--- config.mk ---
export PLATFORM = sky130hd
export DESIGN_NAME = mem_stage_wb
export DESIGN_NICKNAME = d
export VERILOG_FILES = /design/src/rtl/mem_stage_wb_pkg.sv /design/src/rtl/mem_stage_wb_reg_mem_wb.sv /design/src/rtl/mem_stage_wb.sv
export SDC_FILE = /design/constraint.sdc
export NUM_CORES = 1
export LEC_CHECK = 0
export ABC_AREA = 1
export CAP_MARGIN = 20
export CORE_MARGIN = 4
export CORE_UTILIZATION = 25
export DETAILED_ROUTE_END_ITERATION = 7
export HOLD_SLACK_MARGIN = 0.03
export SLEW_MARGIN = 25
export SYNTH_ARGS = -nofsm -noshare
export SYNTH_HDL_FRONTEND = slang
export SYNTH_SLANG_ARGS = --single-unit
--- constraint.sdc ---
create_clock -name clk_i -period 2 [get_ports clk_i]
set_input_delay 0.2 -clock clk_i [delete_from_list [all_inputs] [get_ports clk_i]]
set_output_delay 0.2 -clock clk_i [all_outputs]
set_load 0.05 [all_outputs]
--- src/rtl/mem_stage_wb_pkg.sv ---
// Shared pipeline definitions for the memory stage.
//   - EX/MEM decoder bit positions
//   - memory-stage FSM state encoding
//   - default request timeout and wait-counter width
//   - alignment helper for word accesses
package mem_stage_wb_pkg;

  localparam int DEC_REGWRITE = 4;
  localparam int DEC_MEMREAD  = 3;
  localparam int DEC_MEMWRITE = 2;
  localparam int DEC_MEMTOREG = 1;
  localparam int DEC_BRANCH   = 0;

  localparam int unsigned TIMEOUT_DEFAULT = 15;
  localparam int          CNT_W           = 4;

  typedef enum logic {
    ST_IDLE = 1'b0,
    ST_WAIT = 1'b1
  } state_e;

  // Word accesses only: the two low address bits must be zero.
  function automatic logic is_aligned(input logic [1:0] addr_lo);
    return addr_lo == 2'b00;
  endfunction

endpackage

--- src/rtl/mem_stage_wb_reg_mem_wb.sv ---
// MEM/WB pipeline register.
//   clk_i, rst_n       : clock, asynchronous active-low reset
//   stall_i            : memory stage is stalled; load a bubble, hold data
//   bubble_i           : instruction is abandoned; load fields but mark invalid
//   mem_load_i         : a load completes this cycle; capture mem_data_i
//   reg_write_i, memto_reg_i, mem_data_i, furslt_i, pc_plus4_i, write_reg_i
//                      : write-back fields from the memory stage
//   valid_o ... WriteReg_o : registered write-back fields
module reg_MEM_WB (
  input  logic        clk_i,
  input  logic        rst_n,
  input  logic        stall_i,
  input  logic        bubble_i,
  input  logic        mem_load_i,
  input  logic        reg_write_i,
  input  logic        memto_reg_i,
  input  logic [31:0] mem_data_i,
  input  logic [31:0] furslt_i,
  input  logic [31:0] pc_plus4_i,
  input  logic [4:0]  write_reg_i,
  output logic        valid_o,
  output logic        RegWrite_o,
  output logic        MemtoReg_o,
  output logic [31:0] MemData_o,
  output logic [31:0] FURslt_o,
  output logic [31:0] PC_plus4_o,
  output logic [4:0]  WriteReg_o
);

  logic        valid_d, valid_q;
  logic        reg_write_d, reg_write_q;
  logic        memto_reg_d, memto_reg_q;
  logic [31:0] mem_data_d, mem_data_q;
  logic [31:0] furslt_d, furslt_q;
  logic [31:0] pc_plus4_d, pc_plus4_q;
  logic [4:0]  write_reg_d, write_reg_q;

  always_comb begin
    valid_d     = 1'b0;
    reg_write_d = 1'b0;
    memto_reg_d = memto_reg_q;
    mem_data_d  = mem_data_q;
    furslt_d    = furslt_q;
    pc_plus4_d  = pc_plus4_q;
    write_reg_d = write_reg_q;
    if (!stall_i) begin
      // Abandoned instructions still flow their fields but never write back.
      valid_d     = !bubble_i;
      reg_write_d = reg_write_i && !bubble_i;
      memto_reg_d = memto_reg_i;
      furslt_d    = furslt_i;
      pc_plus4_d  = pc_plus4_i;
      write_reg_d = write_reg_i;
      if (mem_load_i) mem_data_d = mem_data_i;
    end
  end

  always_ff @(posedge clk_i or negedge rst_n) begin
    if (!rst_n) begin
      valid_q     <= 1'b0;
      reg_write_q <= 1'b0;
      memto_reg_q <= 1'b0;
      mem_data_q  <= '0;
      furslt_q    <= '0;
      pc_plus4_q  <= '0;
      write_reg_q <= '0;
    end else begin
      valid_q     <= valid_d;
      reg_write_q <= reg_write_d;
      memto_reg_q <= memto_reg_d;
      mem_data_q  <= mem_data_d;
      furslt_q    <= furslt_d;
      pc_plus4_q  <= pc_plus4_d;
      write_reg_q <= write_reg_d;
    end
  end

  assign valid_o    = valid_q;
  assign RegWrite_o = reg_write_q;
  assign MemtoReg_o = memto_reg_q;
  assign MemData_o  = mem_data_q;
  assign FURslt_o   = furslt_q;
  assign PC_plus4_o = pc_plus4_q;
  assign WriteReg_o = write_reg_q;

endmodule

--- src/rtl/mem_stage_wb.sv ---
// Pipeline memory stage with MEM/WB register.
//   clk_i, rst_n                 : clock, asynchronous active-low reset
//   decoder_i                    : EX/MEM controls {RegWrite, MemRead, MemWrite, MemtoReg, Branch}
//   PC_plus4_i, zero_i, FURslt_i, ReadData2_i, instruction_i : EX/MEM data
//   jump_addr_i, jump_i          : resolved redirect target and jump flag
//   dmem_*                       : data-memory request/ack interface
//   stall_o                      : holds IF/ID/EX and EX/MEM
//   pc_src_o, pc_target_o, flush_o : PC redirect and younger-stage flush
//   valid_o ... WriteReg_o       : registered MEM/WB fields
//   err_o                        : sticky timeout / misalignment flag
//   state_dbg_o                  : current FSM state (0 = IDLE, 1 = WAIT)
//
// Memory handshake: dmem_req_o is held high with stable we/addr/wdata until
// the cycle dmem_ack_i is high; that cycle completes the access and
// dmem_rdata_i is valid in it. A request may complete in its first cycle.
module mem_stage_wb
  import mem_stage_wb_pkg::*;
#(
  parameter int unsigned TIMEOUT = TIMEOUT_DEFAULT
) (
  input  logic        clk_i,
  input  logic        rst_n,
  input  logic [4:0]  decoder_i,
  input  logic [31:0] PC_plus4_i,
  input  logic        zero_i,
  input  logic [31:0] FURslt_i,
  input  logic [31:0] ReadData2_i,
  input  logic [4:0]  instruction_i,
  input  logic [31:0] jump_addr_i,
  input  logic        jump_i,
  output logic        dmem_req_o,
  output logic        dmem_we_o,
  output logic [31:0] dmem_addr_o,
  output logic [31:0] dmem_wdata_o,
  input  logic        dmem_ack_i,
  input  logic [31:0] dmem_rdata_i,
  output logic        stall_o,
  output logic        pc_src_o,
  output logic [31:0] pc_target_o,
  output logic        flush_o,
  output logic        valid_o,
  output logic        RegWrite_o,
  output logic        MemtoReg_o,
  output logic [31:0] MemData_o,
  output logic [31:0] FURslt_o,
  output logic [31:0] PC_plus4_o,
  output logic [4:0]  WriteReg_o,
  output logic        err_o,
  output logic        state_dbg_o
);

  state_e           state_d, state_q;
  logic [CNT_W-1:0] cnt_d, cnt_q;
  logic             err_d, err_q;

  logic req, stall, bubble, load_done, redirect;
  logic mem_read, mem_write, is_ctrl, mem_op;

  assign mem_read  = decoder_i[DEC_MEMREAD];
  assign mem_write = decoder_i[DEC_MEMWRITE];
  // Branches and jumps are treated as ALU ops even if Mem bits are set.
  assign is_ctrl   = decoder_i[DEC_BRANCH] || jump_i;
  assign mem_op    = (mem_read || mem_write) && !is_ctrl;

  always_comb begin
    state_d   = state_q;
    cnt_d     = cnt_q;
    err_d     = err_q;
    req       = 1'b0;
    stall     = 1'b0;
    bubble    = 1'b0;
    load_done = 1'b0;
    redirect  = 1'b0;
    case (state_q)
      ST_IDLE: begin
        if (mem_op) begin
          if (is_aligned(FURslt_i[1:0])) begin
            req = 1'b1;
            if (dmem_ack_i) begin
              load_done = mem_read;
            end else begin
              stall   = 1'b1;
              state_d = ST_WAIT;
              cnt_d   = '0;
            end
          end else begin
            err_d  = 1'b1;
            bubble = 1'b1;
          end
        end else begin
          redirect = jump_i || (decoder_i[DEC_BRANCH] && zero_i);
        end
      end
      ST_WAIT: begin
        req = 1'b1;
        if (dmem_ack_i) begin
          load_done = mem_read;
          state_d   = ST_IDLE;
        end else if (cnt_q == CNT_W'(TIMEOUT - 1)) begin
          // Give up: release the stall so the instruction leaves as a bubble.
          err_d   = 1'b1;
          bubble  = 1'b1;
          state_d = ST_IDLE;
          cnt_d   = '0;
        end else begin
          stall = 1'b1;
          cnt_d = cnt_q + 1'b1;
        end
      end
      default: state_d = ST_IDLE;
    endcase
  end

  always_ff @(posedge clk_i or negedge rst_n) begin
    if (!rst_n) begin
      state_q <= ST_IDLE;
      cnt_q   <= '0;
      err_q   <= 1'b0;
    end else begin
      state_q <= state_d;
      cnt_q   <= cnt_d;
      err_q   <= err_d;
    end
  end

  // Combinational outputs are gated by reset so they drop immediately.
  assign dmem_req_o   = rst_n && req;
  assign dmem_we_o    = rst_n && req && mem_write;
  assign dmem_addr_o  = FURslt_i;
  assign dmem_wdata_o = ReadData2_i;
  assign stall_o      = rst_n && stall;
  assign pc_src_o     = rst_n && redirect;
  assign flush_o      = rst_n && redirect;
  assign pc_target_o  = jump_addr_i;
  assign err_o        = err_q;
  assign state_dbg_o  = state_q;

  reg_MEM_WB u_reg_mem_wb (
    .clk_i       (clk_i),
    .rst_n       (rst_n),
    .stall_i     (stall),
    .bubble_i    (bubble),
    .mem_load_i  (load_done),
    .reg_write_i (decoder_i[DEC_REGWRITE]),
    .memto_reg_i (decoder_i[DEC_MEMTOREG]),
    .mem_data_i  (dmem_rdata_i),
    .furslt_i    (FURslt_i),
    .pc_plus4_i  (PC_plus4_i),
    .write_reg_i (instruction_i),
    .valid_o     (valid_o),
    .RegWrite_o  (RegWrite_o),
    .MemtoReg_o  (MemtoReg_o),
    .MemData_o   (MemData_o),
    .FURslt_o    (FURslt_o),
    .PC_plus4_o  (PC_plus4_o),
    .WriteReg_o  (WriteReg_o)
  );

endmodule
==> results of run 1 <==
-- state kept, by name (all words and copies together) (netlist names) --
name                     count
u_reg_mem_wb.MemData_o      32
u_reg_mem_wb.WriteReg_o      5
u_reg_mem_wb.PC_plus4_o     32
err_o                        1
u_reg_mem_wb.RegWrite_o      1
state_dbg_o                  1
u_reg_mem_wb.MemtoReg_o      1
u_reg_mem_wb.FURslt_o       32
u_reg_mem_wb.valid_o         1
cnt_q                        4
-- logic make-up after synthesis --
kind of cell	synth area share [%]
AOI/OAI and AO/OA	0.188
xor gates and xnor gates	0.329
adders and majority gates	0.469
buffers and inverters	19.2
DFF	51.6
and+or+nand+nor	28.2
-- area by class of cell --
class | instances | area (sq um) | area share [%]
clock buffers | 12 | 256 | 3.32
inverters | 13 | 52.6 | 0.680
multi-input cells | 359 | 1570 | 20.3
well taps | 275 | 344 | 4.45
repair buffers | 269 | 2720 | 35.2
clock inverters | 4 | 30.0 | 0.389
flip-flops and latches | 110 | 2750 | 35.6
-- layer usage --
layer,vias to the layer above,GRT usage (%),wire length [microns]
met3,23,5.15,1670
met2,198,21.0,7070
li1,2131,-,-
met5,-,0,0
met1,2045,15.7,6630
met4,0,5.00,310
-- layout by cell type (no fill, tap or decap), types with 2 or more instances in the layout --
| cell type | count |
|---|---|
| nand2_1 | 227 |
| clkdlybuf4s50_1 | 214 |
| dfrtp_1 | 109 |
| nand3_1 | 106 |
| buf_4 | 41 |
| buf_12 | 13 |
| inv_1 | 10 |
| clkbuf_16 | 9 |
| nor2_1 | 7 |
| nor2_2 | 3 |
| a21oi_1 | 2 |
| nor3_2 | 2 |
| clkinv_2 | 2 |
| nand2_2 | 2 |
| xor2_1 | 2 |
| or2_2 | 2 |
| ha_1 | 2 |
| clkbuf_8 | 2 |
-- through the flow --
stage,hold slack (ns),setup slack (ns),total power (W),util [%],instances
final,0.383,0.193,0.00676,36.8,1042
after global routing,0.381,0.0724,0.00712,36.8,1042
after CTS,0.360,0.0790,0.00690,36.8,1042
after detailed placement,0.354,0.176,0.00507,35.3,1025
after global placement,0.355,0.171,0.00506,35.3,1025
after floorplan,-0.0956,-0.0249,0.00444,-,610
-- critical path, delay by kind of cell --
| family | cells | cell delay (ns) |
|---|---|---|
| buffers and inverters | 4 | 0.98 |
| and+or+nand+nor | 1 | 0.42 |
-- how the worst min path moves through the flow --
| stage | start | endpoint | slack (ns) | depth (start not counted) |
|---|---|---|---|---|
| 3_3_place_gp | rst_n | u_reg_mem_wb.MemData_o[29] | 0.35 | 2 |
| 4_1_cts | PC_plus4_i[26] | u_reg_mem_wb.PC_plus4_o[26] | 0.36 | 3 |
| 6_report | instruction_i[4] | u_reg_mem_wb.WriteReg_o[4] | 0.38 | 3 |
| 3_5_place_dp | rst_n | u_reg_mem_wb.MemData_o[29] | 0.35 | 2 |
| 5_1_grt | PC_plus4_i[30] | u_reg_mem_wb.PC_plus4_o[30] | 0.38 | 3 |
| 2_1_floorplan | rst_n | cnt_q[0] | -0.1 | 0 |
-- power groups by stage --
| stage | logic (W) | clock network, W | registers [W] |
|---|---|---|---|
| 2_1_floorplan | 0.000852 | 0 | 0.00359 |
| 3_3_place_gp | 0.00239 | 0 | 0.00267 |
| 3_5_place_dp | 0.00239 | 0 | 0.00268 |
| 4_1_cts | 0.00240 | 0.00186 | 0.00265 |
| 5_1_grt | 0.00250 | 0.00194 | 0.00268 |
| 6_report | 0.00236 | 0.00176 | 0.00264 |
-- timing repair --
| action | 4_1_cts | 5_1_grt |
|---|---|---|
| endpoints found under the setup margin | 0 | 1 |
| hold buffers | 1 | 0 |
| setup buffers | 0 | 0 |
| gates resized for setup | 0 | 1 |
| endpoints found under the hold margin | 110 | 0 |
==> results.json, run 1 <==
{
  "wl_per_cell_microns": 15.0,
  "crit_arrival_ns": 1.61,
  "gp_congestion": 0.771,
  "yosysWarnings": 0,
  "start_util_pct": 25.4,
  "ys_seq_elements": 110,
  "synth-edff-count": 0,
  "grt_usage_pct": 13.1,
  "first_global_vias": 4566,
  "r2r_slack_ns": 0.47,
  "rr_worst_depth": 7,
  "synthesis.nets": 787,
  "worstPathMaxFanout": 4,
  "drv_cap": 0,
  "power.leakage_nw": 3.68,
  "setup_viol": 0,
  "crit_type": "input pin to output port",
  "port_buffers": 253,
  "num_io_pins": 382,
  "final-hold-violation-count": 0,
  "fin_skew_ns": 0.00783,
  "dieArea_sq_mm": 0.0237,
  "regToRegEndpoint": "u_reg_mem_wb.PC_plus4_o[23]",
  "rsz0062_at_grt": "false",
  "intPower_w": 0.00423,
  "cp-endpoint": "flush_o",
  "yosysMostFrequentCell": "nand2_1",
  "clock_sinks": 110,
  "switchingPower_w": 0.00253,
  "worstReg2RegStart": "cnt_q[0]",
  "antenna_found_initial": 0,
  "crit_path_top_delay_cell": "dlygate4sd3_1",
  "cts_buffers": 9,
  "synth_top_cells_by_count": "nand2_1, dfrtp_1, nand3_1",
  "fmax_mhz": 553,
  "ant_nets": 0,
  "final_max_slew_viol_count": 0,
  "synth_seq_area_share_pct": 51.6,
  "die_x_microns": 154,
  "globalRouteOverflowTotal": 0,
  "clockBufferDepth": 2,
  "endpoint_kind": "output port",
  "crit_chain": "dlygate4sd3_1 > buf_4 > inv_1 > nor3_2 > buf_12",
  "p_clk_share_pct": 26.0,
  "viasPerCell": 4.22,
  "place_hpwl_mm": 11.3,
  "finalCritPeriodShare_pct": 90.3,
  "syn_area_sq_mm": 0.00533,
  "drc": 0,
  "clockRootBuffer": "clkbuf_16",
  "crit_path_start": "rst_n",
  "outcome": "complete, no violations",
  "synth_cells": 610,
  "switching_share_pct": 37.5,
  "synth_largest_area_cell": "dfrtp_1",
  "worstSkewPairLatency_ns": 0.34,
  "cts_max_level": 3,
  "drt_iter0_markers": 152,
  "rows": 53,
  "nFillCells": 2164,
  "slew_headroom_pct": 59.2,
  "worstSetupStartpointType": "input pin",
  "fin_crit_ns": 1.81,
  "yosysTopAreaCellShare_pct": 51.6,
  "clk_pin_slew_ns": 0.07,
  "cp_slowest_stage_delay_ns": 0.52,
  "grt_max_degree": 111,
  "fin_nets": 939,
  "cts_tree": "yes",
  "tns_ns": 0,
  "fp.dieH_microns": 154,
  "core_sq_mm": 0.0210,
  "syn_to_final_growth_pct": 44.9,
  "postPlaceCellArea_sq_mm": 0.00743,
  "vias": 4397,
  "synth_cell_type_count": 24,
  "async_flop_share_pct": 100,
  "routed_wl_mm": 15.7,
  "worst_slew_pin_slew_ns": 0.612,
  "ir_worst_vdd_mv": 0.535,
  "critPathRequiredTime_ns": 1.80,
  "power_frac_seq_pct": 39.1,
  "drive_above_1_share_pct": 11.1,
  "yosys-top-cells-area": "dfrtp_1, nand2_1, buf_4",
  "grt_pass1_wl_mm": 24.9,
  "drt_first_pass_iters": 4,
  "hp-class": "input pin to register",
  "avgSynthCellArea_sq_um": 8.74,
  "p_comb_share_pct": 35.0,
  "power_density_mw_per_mm2": 875,
  "final_cell_area_sq_mm": 0.00773,
  "synthFlopType": "dfrtp_1",
  "diodes": 0
}
No activity file was read; power rests on OpenSTA's default activity.
==> inputs of run 2 (changes only) <==
- CTS_CLUSTER_SIZE: unset -> 25
==> results of run 2 <==
The final DEF is identical to that of run 1; final timing and power are the same.
==> inputs of run 3 (changes only) <==
- CTS_CLUSTER_DIAMETER: unset -> 40
- MAX_ROUTING_LAYER: unset -> met4
==> results.json, run 3 (same netlist as run 1, synthesis figures left out) <==
{
  "fin_crit_ns": 1.83,
  "clock_sinks": 110,
  "finalCritPeriodShare_pct": 91.4,
  "final_cell_mix": "nand2_1, clkdlybuf4s50_1, dfrtp_1",
  "worstSkewPairLatency_ns": 0.35,
  "worstSetupStartpointType": "input pin",
  "place_hpwl_mm": 11.3,
  "worstPathMaxFanout": 4,
  "power.leakage_nw": 3.68,
  "crit_type": "input pin to output port",
  "cts_tree": "yes",
  "routed_wl_mm": 15.7,
  "syn_to_final_growth_pct": 44.9,
  "die_x_microns": 154,
  "ant_nets": 0,
  "ir_worst_vdd_mv": 0.536,
  "clockBufferDepth": 2,
  "gp_congestion": 0.782,
  "drc": 0,
  "grt_pass1_wl_mm": 24.7,
  "first_global_vias": 4589,
  "fin_skew_ns": 0.00749,
  "critPathRequiredTime_ns": 1.80,
  "diodes": 0,
  "crit_arrival_ns": 1.63,
  "port_buffers": 253,
  "clk_pin_slew_ns": 0.07,
  "drt_iter0_markers": 169,
  "num_io_pins": 382,
  "layout_commonest_cell": "nand2_1",
  "final_max_slew_viol_count": 0,
  "vias": 4400,
  "antenna_found_initial": 0,
  "hp-class": "input pin to register",
  "grt_usage_pct": 13.4,
  "setup_viol": 0,
  "core_sq_mm": 0.0210,
  "outcome": "complete, no violations",
  "clockRootBuffer": "clkbuf_16",
  "drv_cap": 0,
  "dieArea_sq_mm": 0.0237,
  "rsz0062_at_grt": "false",
  "start_util_pct": 25.4,
  "wl_per_cell_microns": 15.0,
  "globalRouteOverflowTotal": 0,
  "final-hold-violation-count": 0,
  "final_util_pct": 36.8,
  "cts_max_level": 3,
  "fp.dieH_microns": 154,
  "worst_slew_pin_slew_ns": 0.616,
  "drive_above_1_share_pct": 11.1,
  "rows": 53,
  "fin_nets": 939,
  "fmax_mhz": 547,
  "drt_first_pass_iters": 4,
  "power_density_mw_per_mm2": 876,
  "grt_max_degree": 111,
  "endpoint_kind": "output port",
  "cts_setup_buffers": 0,
  "cts_buffers": 9,
  "slew_headroom_pct": 58.9,
  "whs_ns": 0.382,
  "viasPerCell": 4.22
}
## run 3: cell counts in the layout (fill, tap and decap cells not counted)
Identical to the previous run, type by type.
## run 3: critical path: stages
cell and delay, ns:
dlygate4sd3_1 0.52, buf_4 0.12, inv_1 0.14, nor3_2 0.44
buf_12 0.20
## run 3: power breakdown
group	total (W)	leakage, nW	switching, W	internal, W
registers	0.00264	1.32	0.000153	0.00249
clock network	0.00176	0.139	0.000839	0.000921
logic	0.00236	2.21	0.00154	0.000820
## run 3: timing repair
item / CTS / global route
gates resized for setup: 0 / 1
hold buffers: 1 / 0
setup endpoints to repair: 0 / 1
endpoints found under the hold margin: 110 / 0
## run 3: per-stage QoR
step	setup TNS, ns	cell area [sq um]	power, W	setup WS (ns)	instances
final	0	7730	0.00677	0.173	1042
after detailed placement	0	7430	0.00507	0.176	1025
after floorplan	-0.0249	5350	0.00444	-0.0249	610
after global routing	0	7730	0.00712	0.0723	1042
after global placement	0	7430	0.00506	0.171	1025
after CTS	0	7730	0.00690	0.0790	1042
## run 3: cell type report
| class | count | area (sq um) |
|---|---|---|
| Sequential cell | 110 | 2750 |
| Fill cell | 2164 | 13300 |
| Inverter | 13 | 52.6 |
| Clock inverter | 4 | 30.0 |
| Clock buffer | 12 | 256 |
| Tap cell | 275 | 344 |
| Timing Repair Buffer | 269 | 2720 |
| Multi-Input combinational cell | 359 | 1570 |
## run 3: final timing paths
kind	cells after the start	from	slack (ns)	endpoint
worst max-delay path	5	rst_n	0.17	flush_o
worst min-delay path	3	instruction_i[4]	0.38	u_reg_mem_wb.WriteReg_o[4]
worst max register to register	7	cnt_q[0]	0.47	u_reg_mem_wb.PC_plus4_o[23]
worst min register to register	2	u_reg_mem_wb.MemData_o[13]	0.47	u_reg_mem_wb.MemData_o[13]
max in group asynchronous	3	rst_n	1.05	state_dbg_o
min in group asynchronous	3	rst_n	0.47	u_reg_mem_wb.MemData_o[29]
## run 3: routing by layer
metal | up-vias | global-route usage (%) | wire length (microns)
li1 | 2131 | - | -
met5 | - | - | 0
met3 | 24 | 4.22 | 1400
met2 | 201 | 21.0 | 7080
met1 | 2044 | 16.3 | 6870
met4 | 0 | 5.00 | 316
